$ cat config.mk
export PLATFORM = sky130hd
export DESIGN_NAME = route_request
export DESIGN_NICKNAME = d
export VERILOG_FILES = /design/src/rtl/noc_pkg.sv /design/src/rtl/route_request_xy_route.sv /design/src/rtl/route_request.sv
export SDC_FILE = /design/constraint.sdc
export NUM_CORES = 1
export LEC_CHECK = 0
export CORE_ASPECT_RATIO = 0.8
export CORE_MARGIN = 2
export CORE_UTILIZATION = 30
export CTS_CLUSTER_DIAMETER = 30
export DETAILED_ROUTE_END_ITERATION = 10
export SLEW_MARGIN = 20
export SYNTH_ARGS = -nofsm -noshare
export SYNTH_HDL_FRONTEND = slang
export SYNTH_SLANG_ARGS = --single-unit
$ cat constraint.sdc
create_clock -name clk -period 2.3 [get_ports clk]
set_input_delay 0.46 -clock clk [delete_from_list [all_inputs] [get_ports clk]]
set_output_delay 0.46 -clock clk [all_outputs]
set_load 0.02 [all_outputs]
$ cat src/rtl/noc_pkg.sv
// Shared NoC definitions: output-port (gate) codes, requester source codes,
// handshake encodings and the route-request FSM state type.
package noc_pkg;

  // Output-port codes driven on gate
  localparam logic [2:0] GATE_IP    = 3'd0;
  localparam logic [2:0] GATE_NORTH = 3'd1;
  localparam logic [2:0] GATE_SOUTH = 3'd2;
  localparam logic [2:0] GATE_EAST  = 3'd3;
  localparam logic [2:0] GATE_WEST  = 3'd4;
  localparam logic [2:0] GATE_NONE  = 3'd7;

  // Requester source codes driven on source
  localparam logic [3:0] SRC_IP    = 4'd0;
  localparam logic [3:0] SRC_NORTH = 4'd1;
  localparam logic [3:0] SRC_SOUTH = 4'd2;
  localparam logic [3:0] SRC_EAST  = 4'd3;
  localparam logic [3:0] SRC_WEST  = 4'd4;
  localparam logic [3:0] SRC_NONE  = 4'hf;

  // Handshake phase codes driven on handshake_check
  localparam logic [1:0] HS_IDLE     = 2'b00;
  localparam logic [1:0] HS_REQUEST  = 2'b01;
  localparam logic [1:0] HS_TRANSFER = 2'b10;
  localparam logic [1:0] HS_RELEASE  = 2'b11;

  // Route-request FSM states
  typedef enum logic [2:0] {
    ST_IDLE,
    ST_ROUTE,
    ST_REQ,
    ST_BACKOFF,
    ST_XFER,
    ST_RELEASE
  } state_e;

  // A zero-length header still carries one payload flit
  function automatic logic [3:0] eff_len(input logic [3:0] len);
    return (len == '0) ? 4'd1 : len;
  endfunction

  // Handshake phase shown for each FSM state
  function automatic logic [1:0] hs_of_state(input state_e st);
    case (st)
      ST_REQ:     return HS_REQUEST;
      ST_XFER:    return HS_TRANSFER;
      ST_RELEASE: return HS_RELEASE;
      default:    return HS_IDLE;
    endcase
  endfunction

endpackage

$ cat src/rtl/route_request_xy_route.sv
// Combinational dimension-ordered (X then Y) route computation for a 3x3 mesh.
// Coordinate 3 does not exist in the mesh and flags the header as unroutable.
module xy_route
  import noc_pkg::*;
#(
  parameter int unsigned LOC_X = 1,
  parameter int unsigned LOC_Y = 1
) (
  input  logic [3:0] dest,
  output logic [2:0] gate,
  output logic       invalid
);

  localparam logic [1:0] LX = LOC_X[1:0];
  localparam logic [1:0] LY = LOC_Y[1:0];

  logic [1:0] dest_x;
  logic [1:0] dest_y;

  assign dest_x = dest[1:0];
  assign dest_y = dest[3:2];

  // Resolve X first, then Y; an out-of-mesh coordinate overrides any route
  always_comb begin
    gate    = GATE_NONE;
    invalid = 1'b0;
    if (dest_x == 2'd3 || dest_y == 2'd3) begin
      invalid = 1'b1;
    end else if (dest_x > LX) begin
      gate = GATE_EAST;
    end else if (dest_x < LX) begin
      gate = GATE_WEST;
    end else if (dest_y > LY) begin
      gate = GATE_SOUTH;
    end else if (dest_y < LY) begin
      gate = GATE_NORTH;
    end else begin
      gate = GATE_IP;
    end
  end

endmodule

$ cat src/rtl/route_request.sv
// Input-port route requester: accepts a packet header, XY-routes it, requests
// the chosen output port from the crossbar, streams the payload flits while
// granted and releases the port afterwards. Unanswered requests back off
// for one cycle every TIMEOUT cycles.
module route_request
  import noc_pkg::*;
#(
  parameter int unsigned LOC_X   = 1,
  parameter int unsigned LOC_Y   = 1,
  parameter int unsigned PORT_ID = 0,
  parameter int unsigned TIMEOUT = 8
) (
  input  logic       clk,
  input  logic       rst_n,
  input  logic       enable,
  input  logic       hdr_valid,
  input  logic [3:0] hdr_dest,
  input  logic [3:0] hdr_len,
  output logic       hdr_ready,
  input  logic       flit_valid,
  output logic       flit_ready,
  input  logic       grant,
  output logic [1:0] handshake_check,
  output logic [3:0] source,
  output logic [2:0] gate,
  output logic       busy,
  output logic       err
);

  localparam logic [3:0] SRC_ID    = PORT_ID[3:0];
  localparam logic [3:0] WAIT_LAST = 4'(TIMEOUT - 1);

  state_e     state_q, state_d;
  logic [3:0] dest_q,  dest_d;
  logic [3:0] len_q,   len_d;
  logic [2:0] gate_q,  gate_d;
  logic [3:0] wait_q,  wait_d;
  logic [3:0] beat_q,  beat_d;
  logic       err_q,   err_d;

  logic [2:0] route_gate;
  logic       route_invalid;
  logic       flit_xfer;

  xy_route #(
    .LOC_X (LOC_X),
    .LOC_Y (LOC_Y)
  ) u_xy_route (
    .dest    (dest_q),
    .gate    (route_gate),
    .invalid (route_invalid)
  );

  assign flit_xfer = flit_valid && grant;

  // Next-state and datapath updates; with enable low everything holds
  always_comb begin
    state_d = state_q;
    dest_d  = dest_q;
    len_d   = len_q;
    gate_d  = gate_q;
    wait_d  = wait_q;
    beat_d  = beat_q;
    err_d   = err_q;
    if (enable) begin
      err_d = 1'b0;
      case (state_q)
        ST_IDLE: begin
          if (hdr_valid) begin
            dest_d  = hdr_dest;
            len_d   = hdr_len;
            state_d = ST_ROUTE;
          end
        end
        ST_ROUTE: begin
          if (route_invalid) begin
            err_d   = 1'b1;
            gate_d  = GATE_NONE;
            state_d = ST_IDLE;
          end else begin
            gate_d  = route_gate;
            wait_d  = '0;
            state_d = ST_REQ;
          end
        end
        ST_REQ: begin
          // A grant arriving on the final wait cycle takes priority over backoff
          if (grant) begin
            beat_d  = eff_len(len_q);
            wait_d  = '0;
            state_d = ST_XFER;
          end else if (wait_q == WAIT_LAST) begin
            wait_d  = '0;
            state_d = ST_BACKOFF;
          end else begin
            wait_d  = wait_q + 4'd1;
          end
        end
        ST_BACKOFF: begin
          wait_d  = '0;
          state_d = ST_REQ;
        end
        ST_XFER: begin
          if (flit_xfer) begin
            if (beat_q == 4'd1) begin
              beat_d  = '0;
              state_d = ST_RELEASE;
            end else begin
              beat_d  = beat_q - 4'd1;
            end
          end
        end
        ST_RELEASE: begin
          gate_d  = GATE_NONE;
          state_d = ST_IDLE;
        end
        default: begin
          gate_d  = GATE_NONE;
          state_d = ST_IDLE;
        end
      endcase
    end
  end

  // State and datapath registers, asynchronously cleared
  always_ff @(posedge clk or negedge rst_n) begin
    if (!rst_n) begin
      state_q <= ST_IDLE;
      dest_q  <= '0;
      len_q   <= '0;
      gate_q  <= GATE_NONE;
      wait_q  <= '0;
      beat_q  <= '0;
      err_q   <= 1'b0;
    end else begin
      state_q <= state_d;
      dest_q  <= dest_d;
      len_q   <= len_d;
      gate_q  <= gate_d;
      wait_q  <= wait_d;
      beat_q  <= beat_d;
      err_q   <= err_d;
    end
  end

  // Outputs decoded from registered state only (flit_ready follows grant in XFER)
  always_comb begin
    hdr_ready       = rst_n && (state_q == ST_IDLE);
    flit_ready      = (state_q == ST_XFER) && grant;
    handshake_check = hs_of_state(state_q);
    busy            = (state_q != ST_IDLE);
    gate            = gate_q;
    err             = err_q;
    source          = SRC_NONE;
    if (state_q == ST_REQ || state_q == ST_XFER || state_q == ST_RELEASE) begin
      source = SRC_ID;
    end
  end

endmodule
==> metrics.yaml, run 1 <==
outcome: "finished clean"
die_area_um2: 5130
path_clk_slew_ns: 0.09
routabilityCongestion: 0.826
cts_tree: "yes"
syn_inst: 134
register_area_um2: 582
critical-path-slowest-cell: "clkdlybuf4s50_1"
setup_viol: 0
reg2reg_to: "state_q[1]"
async_flop_share_pct: 100
area_growth_pct: 27.7
start_util_pct: 32.0
rsz0062_at_grt: "false"
hold_viol_final: 0
p_leak_nw: 0.745
diodes: 0
synth_edf_count: 0
root_buffer: "clkbuf_8"
crit_arrival_ns: 1.75
drt_iter0_drc: 89
final.setup_skew_ns: 0.00123
min_period_ns: 2.21
ys_ff_latch: 23
worstSetupEndpointType: "output port"
max_freq_mhz: 453
synthesis.area_um2: 1370
maxCapViolCount: 0
clock_sinks: 23
tightest_slew_ns: 0.506
critPathLaunchType: "flip-flop"
min_period_over_period_pct: 95.9
die_y_um: 64.5
route.detailed.drc: 0
nFillCells: 412
cts_hold_buffers: 0
grt_pass1_wl_mm: 5.50
worstSetupPathType: "reg2out"
core_um2: 4280
clock_latency_ns: 0.27
fin_setup_tns_ns: 0
critPathMaxFanout: 5
route.vias.total: 1104
drive_gt1_share_pct: 21.1
hold_end: "beat_q[3]"
post_cts_buffers: 0
cp_slowest_stage_delay_ns: 0.65
grt_max_degree: 24
vdd_ir_drop_max_mv: 0.524
placed_cell_area_um2: 1680
slew_headroom_pct: 65.4
r2r-start: "state_q[2]"
syn_avg_cell_area_um2: 10.2
crit_buf_inv: 1
cts_buffers: 3
p_total_mw: 2.10
synth_nets: 151
finish.instance_area_um2: 1750
power.density_nw_per_um2: 1200
htree_levels: 1
grt_usage_pct: 13.7
first_global_vias: 1128
crit_chain: "nor2b_1 > a21oi_1 > clkdlybuf4s50_1"
row_count: 21
routed_wl_mm: 3.19
reg2reg_depth: 5
ant_nets: 0
layout.cells.non_filler: 218
first_pass_iters: 4
dp_hpwl_mm: 2.46
io_pins: 27
hold_path_depth: 1
wl_per_cell_um: 14.6
crit_family: "buffers and inverters"
ff2ff_setup_slack_ns: 0.36
antenna_found_initial: 0
dp.cells: 214
final_nets: 179
finalMaxSlewViolations: 0
multiInputGateArea_um2: 701
hold_path.class: "reg2reg"
ys_seq_area_share_pct: 42.2
required_ns: 1.84
port_buffers: 26
grt-ovfl-total: 0
die_w_um: 79.6
synth_flop_cell: "dfrtp_1"
ys_warn_count: 0
hp-start: "beat_q[3]"
ys_types: 43
drt-vias-per-instance: 5.06
ctsLongestPathBuffers: 2
==> flip-flops by register name, indices dropped and copies added, names as in the netlist <==
register,flops
beat_q,4
dest_q,4
len_q,4
wait_q,4
gate,3
state_q,3
err,1
==> metal layers <==
metal  vias up  part of all wire (%)  wire [um]  global-route usage [%]
met4         0                  0.44         14                    2.59
met3         5                   3.9        124                    3.90
li1        539                     -          -                       -
met5         -                     0          0                       0
met1       536                    48       1540                    18.6
met2        24                    47       1500                    22.0
==> area by class of cell <==
| class | count | share of cell area [%] |
|---|---|---|
| well taps | 57 | 4.07 |
| clock buffers | 3 | 2.36 |
| repair buffers | 32 | 18.0 |
| clock inverters | 1 | 0.429 |
| flip-flops and latches | 23 | 33.2 |
| multi-input cells | 93 | 40.0 |
| inverters | 9 | 1.93 |
==> synth_stat cells (2+ instances only) <==
master    number  share of area [%]
a211o_1        2                1.3
a21oi_1        4                1.5
a22o_1         4                2.6
a32o_1         2                1.5
and2_1         3                1.4
and3_1         2               0.91
buf_4          4                2.2
buf_6          2                1.6
clkbuf_1       2               0.55
dfrtp_1       20                 36
dfstp_2        3                5.7
ha_1           3                2.7
inv_1          8                2.2
mux2_2        12                9.9
nand2_1        8                2.2
nand2b_1       4                1.8
nand3_1        2               0.73
nand3b_1       3                1.6
nor2_1         7                1.9
nor3_1         3                1.1
nor4_1         3                1.4
o21ai_0        7                2.6
o21ai_1        4                1.5
o31ai_1        2                1.1
or3_1          2               0.91
==> worst max path at each step <==
stage | endpoint | cells past startpoint | slack (ns) | from
3_5_place_dp | flit_ready | 3 | 0.08 | grant
3_3_place_gp | flit_ready | 3 | 0.09 | grant
6_report | source[1] | 3 | 0.09 | state_q[2]
4_1_cts | source[0] | 3 | 0.04 | state_q[2]
5_1_grt | handshake_check[0] | 4 | 0.01 | state_q[0]
2_1_floorplan | source[1] | 5 | 0.22 | state_q[2]
==> per-stage QoR <==
step,setup slack [ns],hold slack (ns),utilization (%)
after floorplan,0.218,0.164,-
after global placement,0.0859,0.491,39.3
after detailed placement,0.0799,0.495,39.3
after CTS,0.0354,0.520,40.6
after global routing,0.0107,0.538,40.9
final,0.0941,0.517,40.9
==> kinds of logic after synthesis <==
logic type      Yosys count  synth area share [%]
fa+ha+maj                 3                  2.74
compound gates           36                  20.0
buf+inv                  18                  7.21
simple gates             42                  18.0
mux                      12                  9.85
flops                    23                  42.2
==> power breakdown <==
part           leakage [nW]  switching (mW)  internal, mW  total (mW)
logic                 0.442           0.532         0.527        1.06
clock network        0.0217           0.141         0.123       0.264
registers             0.281           0.185         0.588       0.773
==> worst register-to-register path, cell delays in order (launching register included) <==
cell       delay, ns
dfrtp_1         0.43
buf_4           0.23
or3b_1          0.51
a31oi_4         0.29
a2111oi_0       0.12
a211o_1         0.24
==> cell usage in the layout (no fill, tap or decap), drive strengths merged, types with 4 or more instances in the layout <==
cell and instances:
clkdlybuf4s50 22, dfrtp 20, mux2 12, o21ai 11, inv 9, nand2 8, nor2 7, buf 6
a22o 4, a21oi 4, nand2b 4, dlymetal6s2s 4
==> what timing repair did <==
action | CTS | global route
pin swaps | 0 | 0
resized for setup | 3 | 5
endpoints found under the setup margin | 5 | 6
cloned | 0 | 0
No activity file was read; power rests on OpenSTA's default activity.
==> run 2, diff against run 1 <==
--- a/config.mk
+++ b/config.mk
@@ -10,6 +10,8 @@
 export CORE_UTILIZATION = 30
 export CTS_CLUSTER_DIAMETER = 30
 export DETAILED_ROUTE_END_ITERATION = 10
+export DONT_BUFFER_PORTS = 1
+export SKIP_CTS_REPAIR_TIMING = 1
 export SLEW_MARGIN = 20
 export SYNTH_ARGS = -nofsm -noshare
 export SYNTH_HDL_FRONTEND = slang
==> run 2 against run 1 <==
Fmax increased by 12%. Setup slack gained 0.23 ns. First-iteration DRC count is 61% lower. Clock skew up 0.0015 ns. Wire length down 8.6%. Total power shrank 11%.
==> metrics.yaml, run 2 (same netlist as run 1, synthesis figures left out) <==
cp-endpoint: "source[1]"
die_area_um2: 5130
root_buffer: "clkbuf_8"
area_growth_pct: 6.48
worstSetupEndpointType: "output port"
ctsLongestPathBuffers: 2
layout.cells.non_filler: 190
ant_nets: 0
hold_viol_final: 0
place_ws_ns: 0.432
drt_iter0_drc: 35
grt_max_degree: 25
tightest_slew_ns: 0.934
setup_viol: 0
fin_ws_ns: 0.324
rsz0062_at_grt: "false"
dp_hpwl_mm: 2.20
die_y_um: 64.5
grt_pass1_wl_mm: 4.89
finalMaxSlewViolations: 0
start_util_pct: 32.0
clock_latency_ns: 0.26
critPathLaunchType: "flip-flop"
p_switching_uw: 806
critPathMaxFanout: 11
diodes: 0
maxCapViolCount: 0
path_clk_slew_ns: 0.08
pwr-share-clk_pct: 13.6
route.detailed.drc: 0
drive_gt1_share_pct: 21.1
clock_sinks: 23
row_count: 21
reg2reg_to: "state_q[1]"
placed_cell_area_um2: 1400
power.density_nw_per_um2: 1270
crit_arrival_ns: 1.52
die_w_um: 79.6
final_cell_mix: "20 x dfrtp_1, 12 x mux2_2, 8 x inv_1, 8 x nand2_1"
reg2reg_depth: 5
antenna_found_initial: 0
drt-vias-per-instance: 5.25
grt-ovfl-total: 0
core_um2: 4280
p_sw_share_pct: 43.5
worstSetupPathType: "reg2out"
pwr-share-comb_pct: 41.6
routabilityCongestion: 0.789
wl_per_cell_um: 15.3
routed_wl_mm: 2.91
final_common_cell: "dfrtp_1"
vdd_ir_drop_max_mv: 0.585
cts_tree: "yes"
required_ns: 1.84
cp-startpoint: "state_q[2]"
ff2ff_setup_slack_ns: 0.41
port_buffers: 0
finish.instance_area_um2: 1460
cts_buffers: 3
final.setup_skew_ns: 0.00268
first_pass_iters: 4
slew_headroom_pct: 37.5
route.vias.total: 998
p_seq_share_pct: 44.8
p_leak_nw: 0.601
first_global_vias: 1008
final_nets: 151
r2r-start: "state_q[1]"
min_period_ns: 1.98
grt_usage_pct: 12.1
max_freq_mhz: 506
fin_setup_tns_ns: 0
internal_power_mw: 1.05
htree_levels: 1
io_pins: 27
min_period_over_period_pct: 85.9
outcome: "finished clean"
dp.cells: 185
hold_path.class: "in2async"
[run 2: cell types whose count changed in the layout (fill, tap and decap cells not counted), sizes merged]
cell           before  now
dlygate4sd3         0    1
clkinvlp            1    0
buf                 6    3
dlymetal6s2s        4    0
clkdlybuf4s50      22    0
clkinv              0    1
[run 2: power by group through the flow]
| stage | Clock (mW) | Sequential [mW] | Combinational (mW) |
|---|---|---|---|
| 6_report | 0.253 | 0.831 | 0.772 |
| 5_1_grt | 0.281 | 0.867 | 0.861 |
| 4_1_cts | 0.266 | 0.830 | 0.769 |
| 3_5_place_dp | 0 | 0.836 | 0.769 |
| 3_3_place_gp | 0 | 0.826 | 0.745 |
| 2_1_floorplan | 0 | 0.732 | 0.763 |
[run 2: cell type report]
class | count | area, um^2
Clock buffer | 3 | 41.3
Clock inverter | 1 | 5.00
Timing Repair Buffer | 4 | 32.5
Tap cell | 57 | 71.3
Multi-Input combinational cell | 93 | 697
Inverter | 9 | 33.8
Fill cell | 428 | 2820
Sequential cell | 23 | 579
[run 2: worst max-delay path, stage by stage (launching register included)]
cell and delay, ns:
dfrtp_1 0.49, buf_4 0.23, nor2b_1 0.25, a21oi_2 0.05
buf_4 0.23
[run 2: per-layer routing]
metal	track usage, %	share of wire, %	vias to the layer above
met5	0	0	-
met4	1.94	0.41	0
met3	3.62	5.6	2
met2	17.5	45	34
met1	18.0	49	481
li1	-	-	481
[run 2: how the worst min path moves through the flow]
stage	from	end	slack (ns)	cells after the start
after floorplan	rst_n	beat_q[0]	0.16	0
after global placement	rst_n	wait_q[1]	0.17	0
after detailed placement	rst_n	wait_q[2]	0.17	0
after CTS	rst_n	err	-0.13	0
after global routing	rst_n	gate[1]	0.01	0
final	rst_n	gate[1]	0.03	0
[run 2: per-stage QoR]
step / util (%) / hold WS [ns] / total power, mW
after floorplan: - / 0.164 / 1.49
after global placement: 32.8 / 0.165 / 1.57
after detailed placement: 32.8 / 0.165 / 1.60
after CTS: 33.9 / -0.130 / 1.86
after global routing: 34.1 / 0.0124 / 2.01
final: 34.1 / 0.0301 / 1.86
==> run 3, diff against run 2 <==
--- a/config.mk
+++ b/config.mk
@@ -7,7 +7,7 @@
 export LEC_CHECK = 0
 export CORE_ASPECT_RATIO = 0.8
 export CORE_MARGIN = 2
-export CORE_UTILIZATION = 30
+export CORE_UTILIZATION = 50
 export CTS_CLUSTER_DIAMETER = 30
 export DETAILED_ROUTE_END_ITERATION = 10
 export DONT_BUFFER_PORTS = 1
==> run 3 against run 2 <==
Sequential cell count did not move. Die area fell by 38%. Register-to-register slack barely moved. Wire length fell by 11%. Critical path type unchanged. Critical endpoint is now flit_ready.
==> metrics.yaml, run 3 (same netlist as run 1, synthesis figures left out) <==
area_growth_pct: 4.84
clock_sinks: 23
route.detailed.drc: 0
final_common_cell: "dfrtp_1"
critPathMaxFanout: 17
max_freq_mhz: 509
routabilityCongestion: 0.818
required_ns: 1.84
grt-ovfl-total: 0
hp-start: "enable"
crit_arrival_ns: 1.50
route.vias.total: 1000
ctsLongestPathBuffers: 2
drt-vias-per-instance: 5.88
finalMaxSlewViolations: 0
ant_nets: 0
cts_buffers: 3
diodes: 0
nFillCells: 248
cp-startpoint: "state_q[1]"
row_count: 16
slew_headroom_pct: 66.4
grt_max_degree: 25
r2r-start: "state_q[2]"
io_pins: 27
p_leak_nw: 0.598
outcome: "finished clean"
hold_viol_final: 0
layout.cells.non_filler: 170
grt_pass1_wl_mm: 4.38
fin_setup_tns_ns: 0
grt_usage_pct: 17.4
path_clk_slew_ns: 0.14
die_w_um: 62.6
min_period_over_period_pct: 85.4
drt_iter0_drc: 83
tightest_slew_ns: 0.492
antenna_found_initial: 0
min_period_ns: 1.96
die_area_um2: 3180
setup_viol: 0
multiInputGateArea_um2: 697
dp_hpwl_mm: 1.89
rsz0062_at_grt: "false"
power.density_nw_per_um2: 1240
final.setup_skew_ns: 0.00772
wl_per_cell_um: 15.3
port_buffers: 0
worstSetupEndpointType: "output port"
finish.utilization_pct: 57.0
critPathLaunchType: "flip-flop"
routed_wl_mm: 2.60
clock_latency_ns: 0.32
hold_path.class: "in2reg"
dp.cells: 164
maxCapViolCount: 0
core_um2: 2520
register_area_um2: 579
first_global_vias: 942
drive_gt1_share_pct: 21.6
final_cell_mix: "20 x dfrtp_1, 12 x mux2_2, 8 x inv_1, 8 x nand2_1"
first_pass_iters: 4
root_buffer: "clkbuf_4"
die_y_um: 50.8
htree_levels: 1
worstSetupPathType: "reg2out"
final_nets: 152
start_util_pct: 54.4
vdd_ir_drop_max_mv: 0.648
cts_tree: "yes"
==> run 3: cell count changes in the layout (fill, tap and decap cells not counted) <==
cell and change:
clkbuf_4 +3, clkinv_2 -1, clkbuf_8 -3, clkinvlp_4 +1, buf_12 +1
==> run 3: area by class of cell <==
class                   instances  area share, %
clock buffers                   3           1.57
clock inverters                 1          0.522
inverters                       9           2.35
multi-input cells              93           48.5
flip-flops and latches         23           40.3
well taps                      36           3.13
repair buffers                  5           3.66
==> run 3: final timing paths <==
kind                              end  slack [ns]  cells past startpoint
max reg2reg                state_q[1]        0.42                      4
min                               err        0.22                      1
min reg2reg                 beat_q[3]        0.51                      1
max in group asynchronous     gate[2]        1.52                      2
min in group asynchronous         err        0.55                      2
max                        flit_ready        0.34                      2
==> run 3: worst max-delay path: stages (launching register included) <==
cell	delay, ns
dfrtp_1	0.57
nor2_1	0.28
and3_1	0.33
==> run 3: per-layer routing <==
metal / track usage (%) / part of all wire (%)
met1: 24.8 / 49
met3: 5.51 / 6.0
met2: 26.3 / 45
met5: 0 / 0
met4: 3.33 / 0
==> run 3: power by group <==
group          internal (mW)  leakage [nW]  switching (mW)
logic                  0.345         0.302           0.414
registers              0.585         0.283           0.239
clock network         0.0664        0.0139           0.131
==> run 3: metrics by stage <==
| stage | hold slack [ns] | setup slack (ns) | total power [mW] | area (um^2) |
|---|---|---|---|---|
| global route | 0.218 | 0.224 | 1.93 | 1440 |
| finish | 0.221 | 0.336 | 1.78 | 1440 |
| detailed placement | 0.165 | 0.469 | 1.58 | 1380 |
| CTS | -0.207 | 0.334 | 1.79 | 1410 |
| floorplan | 0.164 | 0.218 | 1.49 | 1370 |
| global placement | 0.165 | 0.516 | 1.57 | 1380 |
